$ cat src/rtl/if_prefetch_queue_if.sv
// Fetch-side and decode-side signals of the instruction prefetch queue.
// master = the prefetch queue, slave = the memory/decode environment.
interface if_prefetch_queue_if #(
    parameter int INSTR_W = 32,
    parameter int ADDR_W  = 32,
    parameter int DEPTH   = 4
);
    localparam int CNT_W = $clog2(DEPTH + 1);

    logic               freeze;
    logic               branch_taken;
    logic [ADDR_W-1:0]  branch_addr;
    logic               imem_req;
    logic [ADDR_W-1:0]  imem_addr;
    logic               imem_ack;
    logic [INSTR_W-1:0] imem_rdata;
    logic               valid_out;
    logic [ADDR_W-1:0]  pc_out;
    logic [INSTR_W-1:0] instr_out;
    logic [CNT_W-1:0]   count;

    modport master (
        input  freeze, branch_taken, branch_addr, imem_ack, imem_rdata,
        output imem_req, imem_addr, valid_out, pc_out, instr_out, count
    );

    modport slave (
        output freeze, branch_taken, branch_addr, imem_ack, imem_rdata,
        input  imem_req, imem_addr, valid_out, pc_out, instr_out, count
    );
endinterface

$ cat src/rtl/if_prefetch_queue.sv
// Instruction prefetch queue: DEPTH-entry {PC, instr} FIFO fed over a req/ack fetch port.
// Optional same-cycle response bypass to decode is enabled by defining IF_PFQ_BYPASS_EN.
module if_prefetch_queue #(
    parameter int                INSTR_W  = 32,
    parameter int                ADDR_W   = 32,
    parameter int                DEPTH    = 4,
    parameter int                PC_STEP  = 4,
    parameter logic [ADDR_W-1:0] RESET_PC = '0
) (
    input  logic                  clk,
    input  logic                  rst,
    if_prefetch_queue_if.master   bus
);
    localparam int PTR_W = $clog2(DEPTH);
    localparam int CNT_W = $clog2(DEPTH + 1);

    // S_IDLE: waiting for free space | S_REQ: fetch outstanding | S_DROP: stale fetch after redirect
    typedef enum logic [1:0] {S_IDLE, S_REQ, S_DROP} state_t;

    state_t             r_state;
    logic               r_imem_req;
    logic [ADDR_W-1:0]  r_req_pc;
    logic [ADDR_W-1:0]  r_fetch_pc;
    logic [PTR_W-1:0]   r_head;
    logic [PTR_W-1:0]   r_tail;
    logic [CNT_W-1:0]   r_count;
    logic [ADDR_W-1:0]  r_mem_pc    [DEPTH];
    logic [INSTR_W-1:0] r_mem_instr [DEPTH];

    logic               w_ack_ok;
    logic               w_q_valid;
    logic               w_bypass;
    logic               w_push;
    logic               w_pop;
    logic [CNT_W-1:0]   w_count_nxt;
    logic               w_reissue;
    logic               w_space;

    assign w_ack_ok  = (r_state == S_REQ) && bus.imem_ack && !bus.branch_taken;
    assign w_q_valid = (r_count != '0);

`ifdef IF_PFQ_BYPASS_EN
    // An empty queue hands the response straight to decode; it is only stored if decode is frozen.
    assign w_bypass = w_ack_ok && !w_q_valid;
    assign w_push   = w_ack_ok && !(w_bypass && !bus.freeze);
`else
    assign w_bypass = 1'b0;
    assign w_push   = w_ack_ok;
`endif

    assign w_pop       = w_q_valid && !bus.freeze;
    assign w_count_nxt = r_count + CNT_W'(w_push) - CNT_W'(w_pop);
    assign w_reissue   = (w_count_nxt != CNT_W'(DEPTH));
    assign w_space     = (r_count != CNT_W'(DEPTH));

    assign bus.imem_req  = r_imem_req;
    assign bus.imem_addr = r_req_pc;
    assign bus.count     = r_count;
    assign bus.valid_out = w_q_valid || w_bypass;
    assign bus.pc_out    = w_q_valid ? r_mem_pc[r_head]
                         : (w_bypass ? r_req_pc : '0);
    assign bus.instr_out = w_q_valid ? r_mem_instr[r_head]
                         : (w_bypass ? bus.imem_rdata : '0);

    always_ff @(posedge clk) begin
        if (!rst && w_push) begin
            r_mem_pc[r_tail]    <= r_req_pc;
            r_mem_instr[r_tail] <= bus.imem_rdata;
        end
    end

    always_ff @(posedge clk) begin
        if (rst) begin
            r_state    <= S_IDLE;
            r_imem_req <= 1'b0;
            r_req_pc   <= RESET_PC;
            r_fetch_pc <= RESET_PC;
            r_head     <= '0;
            r_tail     <= '0;
            r_count    <= '0;
        end else begin
            if (bus.branch_taken) begin
                r_head     <= '0;
                r_tail     <= '0;
                r_count    <= '0;
                r_fetch_pc <= bus.branch_addr;
            end else begin
                if (w_push) r_tail <= r_tail + PTR_W'(1);
                if (w_pop)  r_head <= r_head + PTR_W'(1);
                r_count <= w_count_nxt;
            end

            case (r_state)
                S_IDLE: begin
                    if (!bus.branch_taken && w_space) begin
                        r_state    <= S_REQ;
                        r_imem_req <= 1'b1;
                        r_req_pc   <= r_fetch_pc;
                        r_fetch_pc <= r_fetch_pc + ADDR_W'(PC_STEP);
                    end
                end
                S_REQ: begin
                    if (bus.branch_taken) begin
                        if (bus.imem_ack) begin
                            r_state    <= S_IDLE;
                            r_imem_req <= 1'b0;
                        end else begin
                            r_state    <= S_DROP;
                        end
                    end else if (bus.imem_ack) begin
                        if (w_reissue) begin
                            r_req_pc   <= r_fetch_pc;
                            r_fetch_pc <= r_fetch_pc + ADDR_W'(PC_STEP);
                        end else begin
                            r_state    <= S_IDLE;
                            r_imem_req <= 1'b0;
                        end
                    end
                end
                S_DROP: begin
                    if (bus.imem_ack) begin
                        r_state    <= S_IDLE;
                        r_imem_req <= 1'b0;
                    end
                end
                default: begin
                    r_state    <= S_IDLE;
                    r_imem_req <= 1'b0;
                end
            endcase
        end
    end
endmodule

$ cat src/flat_wrapper.sv
// flat-port wrapper written by rule: the top's interface ports become plain ports
module if_prefetch_queue_flat 
#(
    parameter int                INSTR_W  = 32,
    parameter int                ADDR_W   = 32,
    parameter int                DEPTH    = 4,
    parameter int                PC_STEP  = 4,
    parameter logic [ADDR_W-1:0] RESET_PC = '0
)
  (clk, rst, bus_freeze, bus_branch_taken, bus_branch_addr, bus_imem_ack, bus_imem_rdata, bus_imem_req, bus_imem_addr, bus_valid_out, bus_pc_out, bus_instr_out, bus_count);
  if_prefetch_queue_if #(.INSTR_W(INSTR_W), .ADDR_W(ADDR_W), .DEPTH(DEPTH)) bus_i ();
  input  logic clk;
  input  logic rst;
  input wire logic [$bits(bus_i.freeze)-1:0] bus_freeze;
  input wire logic [$bits(bus_i.branch_taken)-1:0] bus_branch_taken;
  input wire logic [$bits(bus_i.branch_addr)-1:0] bus_branch_addr;
  input wire logic [$bits(bus_i.imem_ack)-1:0] bus_imem_ack;
  input wire logic [$bits(bus_i.imem_rdata)-1:0] bus_imem_rdata;
  output wire logic [$bits(bus_i.imem_req)-1:0] bus_imem_req;
  output wire logic [$bits(bus_i.imem_addr)-1:0] bus_imem_addr;
  output wire logic [$bits(bus_i.valid_out)-1:0] bus_valid_out;
  output wire logic [$bits(bus_i.pc_out)-1:0] bus_pc_out;
  output wire logic [$bits(bus_i.instr_out)-1:0] bus_instr_out;
  output wire logic [$bits(bus_i.count)-1:0] bus_count;
  assign bus_i.freeze = bus_freeze;
  assign bus_i.branch_taken = bus_branch_taken;
  assign bus_i.branch_addr = bus_branch_addr;
  assign bus_i.imem_ack = bus_imem_ack;
  assign bus_i.imem_rdata = bus_imem_rdata;
  assign bus_imem_req = bus_i.imem_req;
  assign bus_imem_addr = bus_i.imem_addr;
  assign bus_valid_out = bus_i.valid_out;
  assign bus_pc_out = bus_i.pc_out;
  assign bus_instr_out = bus_i.instr_out;
  assign bus_count = bus_i.count;
  if_prefetch_queue #(.INSTR_W(INSTR_W), .ADDR_W(ADDR_W), .DEPTH(DEPTH), .PC_STEP(PC_STEP), .RESET_PC(RESET_PC)) u_core (.clk(clk), .rst(rst), .bus(bus_i));
endmodule
$ cat config.mk
export PLATFORM = sky130hd
export DESIGN_NAME = if_prefetch_queue_flat
export DESIGN_NICKNAME = d
export VERILOG_FILES = /design/src/rtl/if_prefetch_queue_if.sv /design/src/rtl/if_prefetch_queue.sv /design/src/flat_wrapper.sv
export SDC_FILE = /design/constraint.sdc
export NUM_CORES = 1
export LEC_CHECK = 0
export ABC_AREA = 1
export CORE_MARGIN = 5
export CORE_UTILIZATION = 50
export CTS_CLUSTER_DIAMETER = 30
export CTS_CLUSTER_SIZE = 20
export DETAILED_ROUTE_END_ITERATION = 8
export HOLD_SLACK_MARGIN = 0.1
export PLACE_DENSITY_LB_ADDON = 0.3
export SYNTH_ARGS = -nofsm -noshare
export SYNTH_HDL_FRONTEND = slang
export SYNTH_SLANG_ARGS = --single-unit
$ cat constraint.sdc
create_clock -name clk -period 10.8 [get_ports clk]
set_input_delay 2.16 -clock clk [delete_from_list [all_inputs] [get_ports clk]]
set_output_delay 2.16 -clock clk [all_outputs]
set_load 0.05 [all_outputs]
# Word-level counts from Yosys, hierarchy flattened
# Memory sizes are Yosys's and may differ from the RTL's. A register that Yosys moved wholly into a read port is not among the register bits.
# Index checks and enable logic that the tools add are counted.
# word_totals
elab_cells,72
output_inout_bits,101
input_bits,69
latch_bits,0
ram_bits,256
memories,2
regBits,74
rom_bits,0
# memory_table
name,depth,width,rd,rd_ports_with_merged_regs,wr,line_no,source
u_core.r_mem_instr,4,32,1,1,1,if_prefetch_queue.sv:28,logic [INSTR_W-1:0] r_mem_instr [DEPTH];
u_core.r_mem_pc,4,32,1,1,1,if_prefetch_queue.sv:27,logic [ADDR_W-1:0] r_mem_pc [DEPTH];
# classes
n_div,0
reduce_logical,15
n_mul,0
order_cmp,0
muxes,32
n_eq_ne,11
n_addsub,5
shifts,0
bitwise_logic,0
# op_table
op,count
two-way mux 32 bit,11
case mux 32 bit (2 select lines),2
adder 32 x 3 -> 32 bit (second input constant),1
two-way mux 2 bit,10
!= test 3 bit (second input constant),4
two-way mux 1 bit,7
!= test 2 bit (second input constant),3
case mux 2 bit (3 select lines),1
logical AND 1 bit,5
AND reduction 5 bit,1
adder 2 x 1 -> 2 bit (second input constant),2
!= test 2 x 1 -> 1 bit (second input constant),2
AND reduction 4 bit,1
adder 3 x 1 -> 3 bit,1
zero test 1 bit,3
case mux 1 bit (3 select lines),1
AND reduction 3 bit,1
nonzero test 3 bit,1
subtractor 3 x 1 -> 3 bit,1
equality test 2 x 1 -> 1 bit (second input constant),1
equality test 2 bit (second input constant),1
zero test 2 bit,1
nonzero test 2 bit,1
OR reduction 2 bit,1

# Logic depth before layout (Yosys ltp)
# Gate-level depths: netlist (run 1).
# logic_depth
ltp_word,10
mapped_depth,16
mapped_depth_nobuf,16

# Least setup slack after synthesis (run 1)
# Ideal clock, no wire load.
# synth_timing
path_type,input to register
from,input bus_branch_taken
to,memory u_core.r_mem_instr[0][0] (enable)
path_buffers,1
required_ps,10314
path_slack_ps,4916
setup_ps,486
t_arrival_ps,5398
stages,6
path_cell_list,buf_2 inv_2 nand2_4 nor2_4 nand2_1 nor2_1
# synth_via
elab_chain_len,5
# synth_rtl
item,line_no,source
"start, declared",flat_wrapper.sv:15,input wire logic [$bits(bus_i.branch_taken)-1:0] bus_branch_taken;
zero test 1 bit,if_prefetch_queue.sv:39,assign w_ack_ok = (r_state == S_REQ) && bus.imem_ack && !bus.branch_taken;
logical AND 1 bit,if_prefetch_queue.sv:39,
logical AND 1 bit,if_prefetch_queue.sv:66,if (!rst && w_push) begin
two-way mux 1 bit,if_prefetch_queue.sv:66,
two-way mux 1 bit (not written as such),if_prefetch_queue.sv:68,r_mem_instr[r_tail] <= bus.imem_rdata;
"end, declared",if_prefetch_queue.sv:28,
# Every way passes these cells.

# Final worst setup path (run 1)
# layout_timing
from,input bus_branch_taken
to,register u_core.r_fetch_pc[24]
# layout_via
elab_chain_len,9
elab_cells_between_ends,12
classes_between,add/sub (2); eq/ne (1); mux (6); reduce/logical (3)
# layout_rtl
item,line_no,source
zero test 1 bit,if_prefetch_queue.sv:39,
logical AND 1 bit,if_prefetch_queue.sv:39,
adder 3 x 1 -> 3 bit,if_prefetch_queue.sv:52,assign w_count_nxt = r_count + CNT_W'(w_push) - CNT_W'(w_pop);
subtractor 3 x 1 -> 3 bit,if_prefetch_queue.sv:52,
via u_core.w_count_nxt[1],if_prefetch_queue.sv:35,logic [CNT_W-1:0] w_count_nxt;
!= test 3 bit,if_prefetch_queue.sv:53,assign w_reissue = (w_count_nxt != CNT_W'(DEPTH));
two-way mux 32 bit,if_prefetch_queue.sv:111,if (w_reissue) begin
two-way mux 32 bit,if_prefetch_queue.sv:110,end else if (bus.imem_ack) begin
two-way mux 32 bit,if_prefetch_queue.sv:103,if (bus.branch_taken) begin
case mux 32 bit (2 select lines),if_prefetch_queue.sv:93,case (r_state)
"end signal, assigned",if_prefetch_queue.sv:86,r_fetch_pc <= bus.branch_addr;
"end signal, assigned",if_prefetch_queue.sv:99,r_fetch_pc <= r_fetch_pc + ADDR_W'(PC_STEP);
"end signal, assigned",if_prefetch_queue.sv:113,r_fetch_pc <= r_fetch_pc + ADDR_W'(PC_STEP);
"end, declared",if_prefetch_queue.sv:23,logic [ADDR_W-1:0] r_fetch_pc;
# The timed path passes the listed nets, and every way through them passes these cells.
# A chain may end at the register's enable or synchronous reset.

==> flow_summary.ini, run 1 <==
[min_path]
holdCritPathClass = flop to flop

[run]
maxCapViolations = 0

[pwr]
leakage_nw = 6.48
irDropWorstVdd_mv = 0.114
power_density_mw_per_mm2 = 212

[cells_and_area]
finalInstanceArea_sq_mm = 0.0183
layout-drive-gt1-share_pct = 12.0
area_delta_synth_final_pct = 30.0
diodes = 0
fin_nets = 1596

[detailed_routing]
drc = 0
met3_length_mm = 2.42
top_layer = met4
ant_nets = 0
drtIter0Drc = 822
wl_met1_mm = 15.2
wl_per_cell_um = 17.9
routed-wl-met2_mm = 16.6
via_per_inst = 5.40
via_count = 10500
dr.pass1.iters = 5
routed_wl_mm = 34.8

[synthesis]
syn-instance-count = 1343
ys_seq_area_share_pct = 65.3
ys_dominant_reg_cell = edfxtp_1
yosys-top-cells-area = edfxtp_1 (55%), dfxtp_1 (11%), nor2_1 (8.7%)
synth_common_cells = nor2_1 (327), edfxtp_1 (256), o21ai_0 (164)
async_flop_share_pct = 0
ys_types = 38
syn-num-nets = 1420
ys_seq_elements = 332
syn_avg_cell_area_sq_um = 10.5
synth-edff-count = 256
netlist_area_sq_mm = 0.0141
synth_most_common_cell = nor2_1
yosysWarningCount = 0
netlist.area_leader.share_pct = 54.5
yosys.area.top_type = edfxtp_1

[timing]
worstMarginPinSlew_ns = 1.09
finalCritPeriodShare_pct = 55.7
whs_ns = 0.465
setup_violations = 0
slew_violations = 0
tns_ns = 0
finalHoldViolations = 0
max_freq_ghz = 0.166
min_period_ns = 6.01
layout_setup_ws_ns = 4.79
skew_ns = 0.0207
rsz0062_at_grt = no
slew_headroom_pct = 27.1

[floorplan]
core_sq_mm = 0.0278
dieHeight_um = 178
fp-row-count = 61
ios = 170
fp.dieArea_sq_mm = 0.0316
chipWidth_um = 178
start_util_pct = 50.7

[global_routing]
grt_usage_pct = 22.0
grt_pass1_wl_mm = 55.3
grt_pass1_vias = 10300
grt_max_degree = 97
grt-ovfl-total = 0
antenna_found_initial = 0

[clock_network]
clock_sinks = 332
cts_max_level = 3
clock_path_buffers = 3
cts_buffers = 67
hold_buffers = 0
cts_setup_buffers = 0
cts-resized-gates = 0
cts-root-buf = clkbuf_16
path_clk_slew_ns = 0.05
worstSkewPairLatency_ns = 0.55
cts_tree = done

[worst_setup_path]
worst_r2r_path_depth = 17
critPathSlowestCell = buf_4
endpoint = u_core.r_fetch_pc[24]$_SDFF_PP0_
path_class = input port to flop
cp_num_cells = 17
r2r_end = u_core.r_fetch_pc[24]$_SDFF_PP0_
crit_arrival_ns = 6.43
critPathBufInv = 5
path_max_fanout = 93
reg2reg_slack_ns = 5.93
cp.required_ns = 11.21
startpoint_type = input port
critPathMaxStageDelay_ns = 0.82
startpoint = bus_branch_taken
crit_family = buffers and inverters
critical_path.cell_chain = clkdlybuf4s50_1, buf_4, inv_2, nand2_4, nor2_4, ha_1, fa_1, nor2_1, nand3_2, nand2_2, nand2_4, buf_4, inv_2, nor2_1, o21ai_0, nand3_1, nor2_1
cp-end-kind = flop
reg2reg_from = u_core.bus.count[1]$_SDFF_PP0_
cpMostUsedCell = nor2_1

[place]
dp_hpwl_mm = 19.7
place_area_sq_mm = 0.0160
place_congestion = 0.897
port_buffers = 169
place_ws_ns = 4.31

[status]
outcome = finished, final reports clean
[placed cells by master, fill, tap and decap left out, types with 8 or more instances in the layout]
cell type	n
inv_1	70
nor2_1	323
inv_6	11
o21ai_0	164
dfxtp_1	74
clkdlybuf4s50_1	168
edfxtp_1	256
nand4_1	8
buf_4	12
clkbuf_16	68
a21oi_1	97
nand3_1	34
nor3_1	9
o211ai_1	14
clkinv_2	8
a211oi_2	31
nand2_1	126
[flip-flops by register name, indices dropped and copies added, names as in the netlist, named ones only]
signal and flops:
u_core.r_mem_pc 128, u_core.r_head 2, u_core.r_state 2, u_core.bus.count 3, u_core.bus.imem_req 1, u_core.bus.imem_addr 32
u_core.r_tail 2, u_core.r_fetch_pc 32, u_core.r_mem_instr 128
[kinds of logic after synthesis]
logic type | after synthesis | synth area share, %
flip-flops | 332 | 65.3
AO/OA/AOI/OAI | 321 | 13.5
buffers and inverters | 150 | 4.62
AND/OR/NAND/NOR | 525 | 15.4
adder cells (fa/ha/maj) | 8 | 0.763
XOR/XNOR | 7 | 0.435
[worst register-to-register path, cell delays in order (launching register included)]
cell	delay, ns
dfxtp_1	0.35
nor3_2	0.18
buf_4	0.66
nor2_1	0.27
ha_1	0.36
inv_1	0.04
ha_1	0.20
fa_1	0.52
nor2_1	0.06
nand3_2	0.10
nand2_2	0.09
nand2_4	0.05
buf_4	0.82
inv_2	0.46
nor2_1	0.30
o21ai_0	0.13
nand3_1	0.09
nor2_1	0.06
[metrics by stage]
| step | power (mW) | instances | util [%] |
|---|---|---|---|
| floorplan | 1.72 | 1343 | - |
| global placement | 1.84 | 1828 | 57.7 |
| detailed placement | 1.84 | 1828 | 57.7 |
| CTS | 3.91 | 1950 | 65.9 |
| global route | 4.01 | 1950 | 65.9 |
| finish | 3.88 | 1950 | 65.9 |
[layout make-up]
cell class	count	area, sq um
Tap cell	378	473
Clock buffer	76	1780
Sequential cell	332	9210
Clock inverter	46	514
Fill cell	2081	9470
Timing Repair Buffer	181	1780
Inverter	76	287
Multi-Input combinational cell	861	4270
[worst min-delay path by stage]
stage	start	endpoint	cells after the start
final	u_core.r_head[1]$_SDFFE_PP0P_	flop	2
after CTS	u_core.r_head[1]$_SDFFE_PP0P_	flop	2
after global placement	u_core.r_head[1]$_SDFFE_PP0P_	flop	2
after global routing	u_core.r_head[0]$_SDFFE_PP0P_	u_core.r_head[0]$_SDFFE_PP0P_	1
after floorplan	u_core.r_head[1]$_SDFFE_PP0P_	flop	2
after detailed placement	u_core.r_head[1]$_SDFFE_PP0P_	flop	2
[power by group]
part / leakage (nW) / switching, mW / internal (mW)
registers: 2.94 / 0.0425 / 1.42
logic: 2.42 / 0.241 / 0.116
clock network: 1.12 / 0.688 / 1.37
[layer usage]
metal	vias up	global-route usage, %
met5	-	0
met4	0	6.77
met3	57	4.77
met2	396	35.6
met1	5044	30.0
li1	5037	-
Power figures use the tool's default switching activity.
==> inputs of run 2 (changes only) <==
Clock period 10.8 ns to 5.6 ns, I/O delays scaled along.
==> flow_summary.ini, run 2 (same netlist as run 1, synthesis figures left out) <==
[timing]
min_period_ns = 4.86
slew_violations = 0
skew_ns = 0.0171
setup_violations = 0
finalCritPeriodShare_pct = 86.8
max_freq_ghz = 0.206
finalHoldViolations = 0
tns_ns = 0
slew_headroom_pct = 25.4
rsz0062_at_grt = no
worstMarginPinSlew_ns = 1.12

[run]
maxCapViolations = 0

[global_routing]
grt-ovfl-total = 0
antenna_found_initial = 1
grt_pass1_wl_mm = 55.2
grt_max_degree = 97
grt_pass1_vias = 10400
grt_usage_pct = 22.2

[clock_network]
cts-resized-gates = 0
hold_buffers = 0
clock_sinks = 332
cts_tree = done
path_clk_slew_ns = 0.04
cts-root-buf = clkbuf_16
clock_path_buffers = 3
worstSkewPairLatency_ns = 0.55
cts_setup_buffers = 0
cts_max_level = 3
cts_buffers = 68

[detailed_routing]
routed_wl_mm = 35.3
via_per_inst = 5.35
wl_per_cell_um = 18.0
via_count = 10500
ant_nets = 0
drtIter0Drc = 1013
drc = 0
dr.pass1.iters = 5

[pwr]
irDropWorstVdd_mv = 0.254
leakage_nw = 6.52
power_mw = 7.51
power_density_mw_per_mm2 = 408

[place]
place_congestion = 0.871
placed_cells = 1833
port_buffers = 169
dp_hpwl_mm = 20.8

[cells_and_area]
layout-drive-gt1-share_pct = 11.8
top_regs = u_core.r_mem_instr: 128 flops, u_core.r_mem_pc: 128 flops
final_cells = 1958
fin_nets = 1602
final_cell_mix = nor2_1 (323), edfxtp_1 (256), clkdlybuf4s50_1 (168), o21ai_0 (164), nand2_1 (126)
layout_commonest_cell = nor2_1
diodes = 0
area_delta_synth_final_pct = 30.7
final_util_pct = 66.3

[floorplan]
core_sq_mm = 0.0278
start_util_pct = 50.7
chipWidth_um = 178
ios = 170
dieHeight_um = 178
fp-row-count = 61
fp.dieArea_sq_mm = 0.0316

[worst_setup_path]
path_max_fanout = 80
cp-end-kind = primary output
cp.required_ns = 4.48
crit_arrival_ns = 3.74
startpoint_type = flop
path_class = flop to primary output

[status]
outcome = finished, final reports clean

[min_path]
holdCritPathClass = flop to flop
-- run 2: cell types whose count changed in the layout (fill, tap and decap cells not counted), sizes merged --
cell and change:
inv -7, buf +5, clkbuf +10, clkinvlp -1
clkinv +1
-- run 2: per-stage QoR --
step	hold WS, ns	instance area, sq um	setup WS [ns]
after floorplan	0.436	14100	0.756
after global placement	0.442	16100	1.40
after detailed placement	0.456	16100	1.36
after CTS	0.480	18400	0.756
after global routing	0.501	18400	0.467
final	0.480	18400	0.740
-- run 2: power by group --
group	internal, mW	switching [mW]
Combinational	0.225	0.463
Sequential	2.75	0.0865
Clock	2.68	1.30
Total	5.66	1.85
-- run 2: final timing paths --
path	slack, ns	start	cells past startpoint	end
max	0.74	flop	5	bus_instr_out[10]
min	0.48	u_core.r_head[0]$_SDFFE_PP0P_	1	u_core.r_head[0]$_SDFFE_PP0P_
max reg2reg	2.41	u_core.bus.count[2]$_SDFF_PP0_	15	u_core.r_fetch_pc[24]$_SDFF_PP0_
min reg2reg	0.48	u_core.r_head[0]$_SDFFE_PP0P_	1	u_core.r_head[0]$_SDFFE_PP0P_
-- run 2: worst max-delay path: stages, from the launching register on --
cell and delay, ns:
dfxtp_4 0.60, clkinv_2 0.89, buf_4 0.55, o21ai_0 0.24, a21oi_1 0.11, clkdlybuf4s50_1 0.75
-- run 2: final cells by class --
cell class                 count  area [sq um]
inverter                      76           287
fill                        2067          9360
clock inverter                39           472
sequential                   332          9210
clock buffer                  86          1850
tap                          378           473
timing repair buffer         186          1850
multi-input combinational    861          4270
-- run 2: per-layer routing --
metal / global-route usage (%) / up-vias / share of wire, %
met1: 29.5 / 4970 / 42
met3: 5.28 / 64 / 7.6
met4: 7.86 / 2 / 2.3
met2: 35.8 / 405 / 48
met5: 0 / - / 0.020
li1: - / 5038 / -
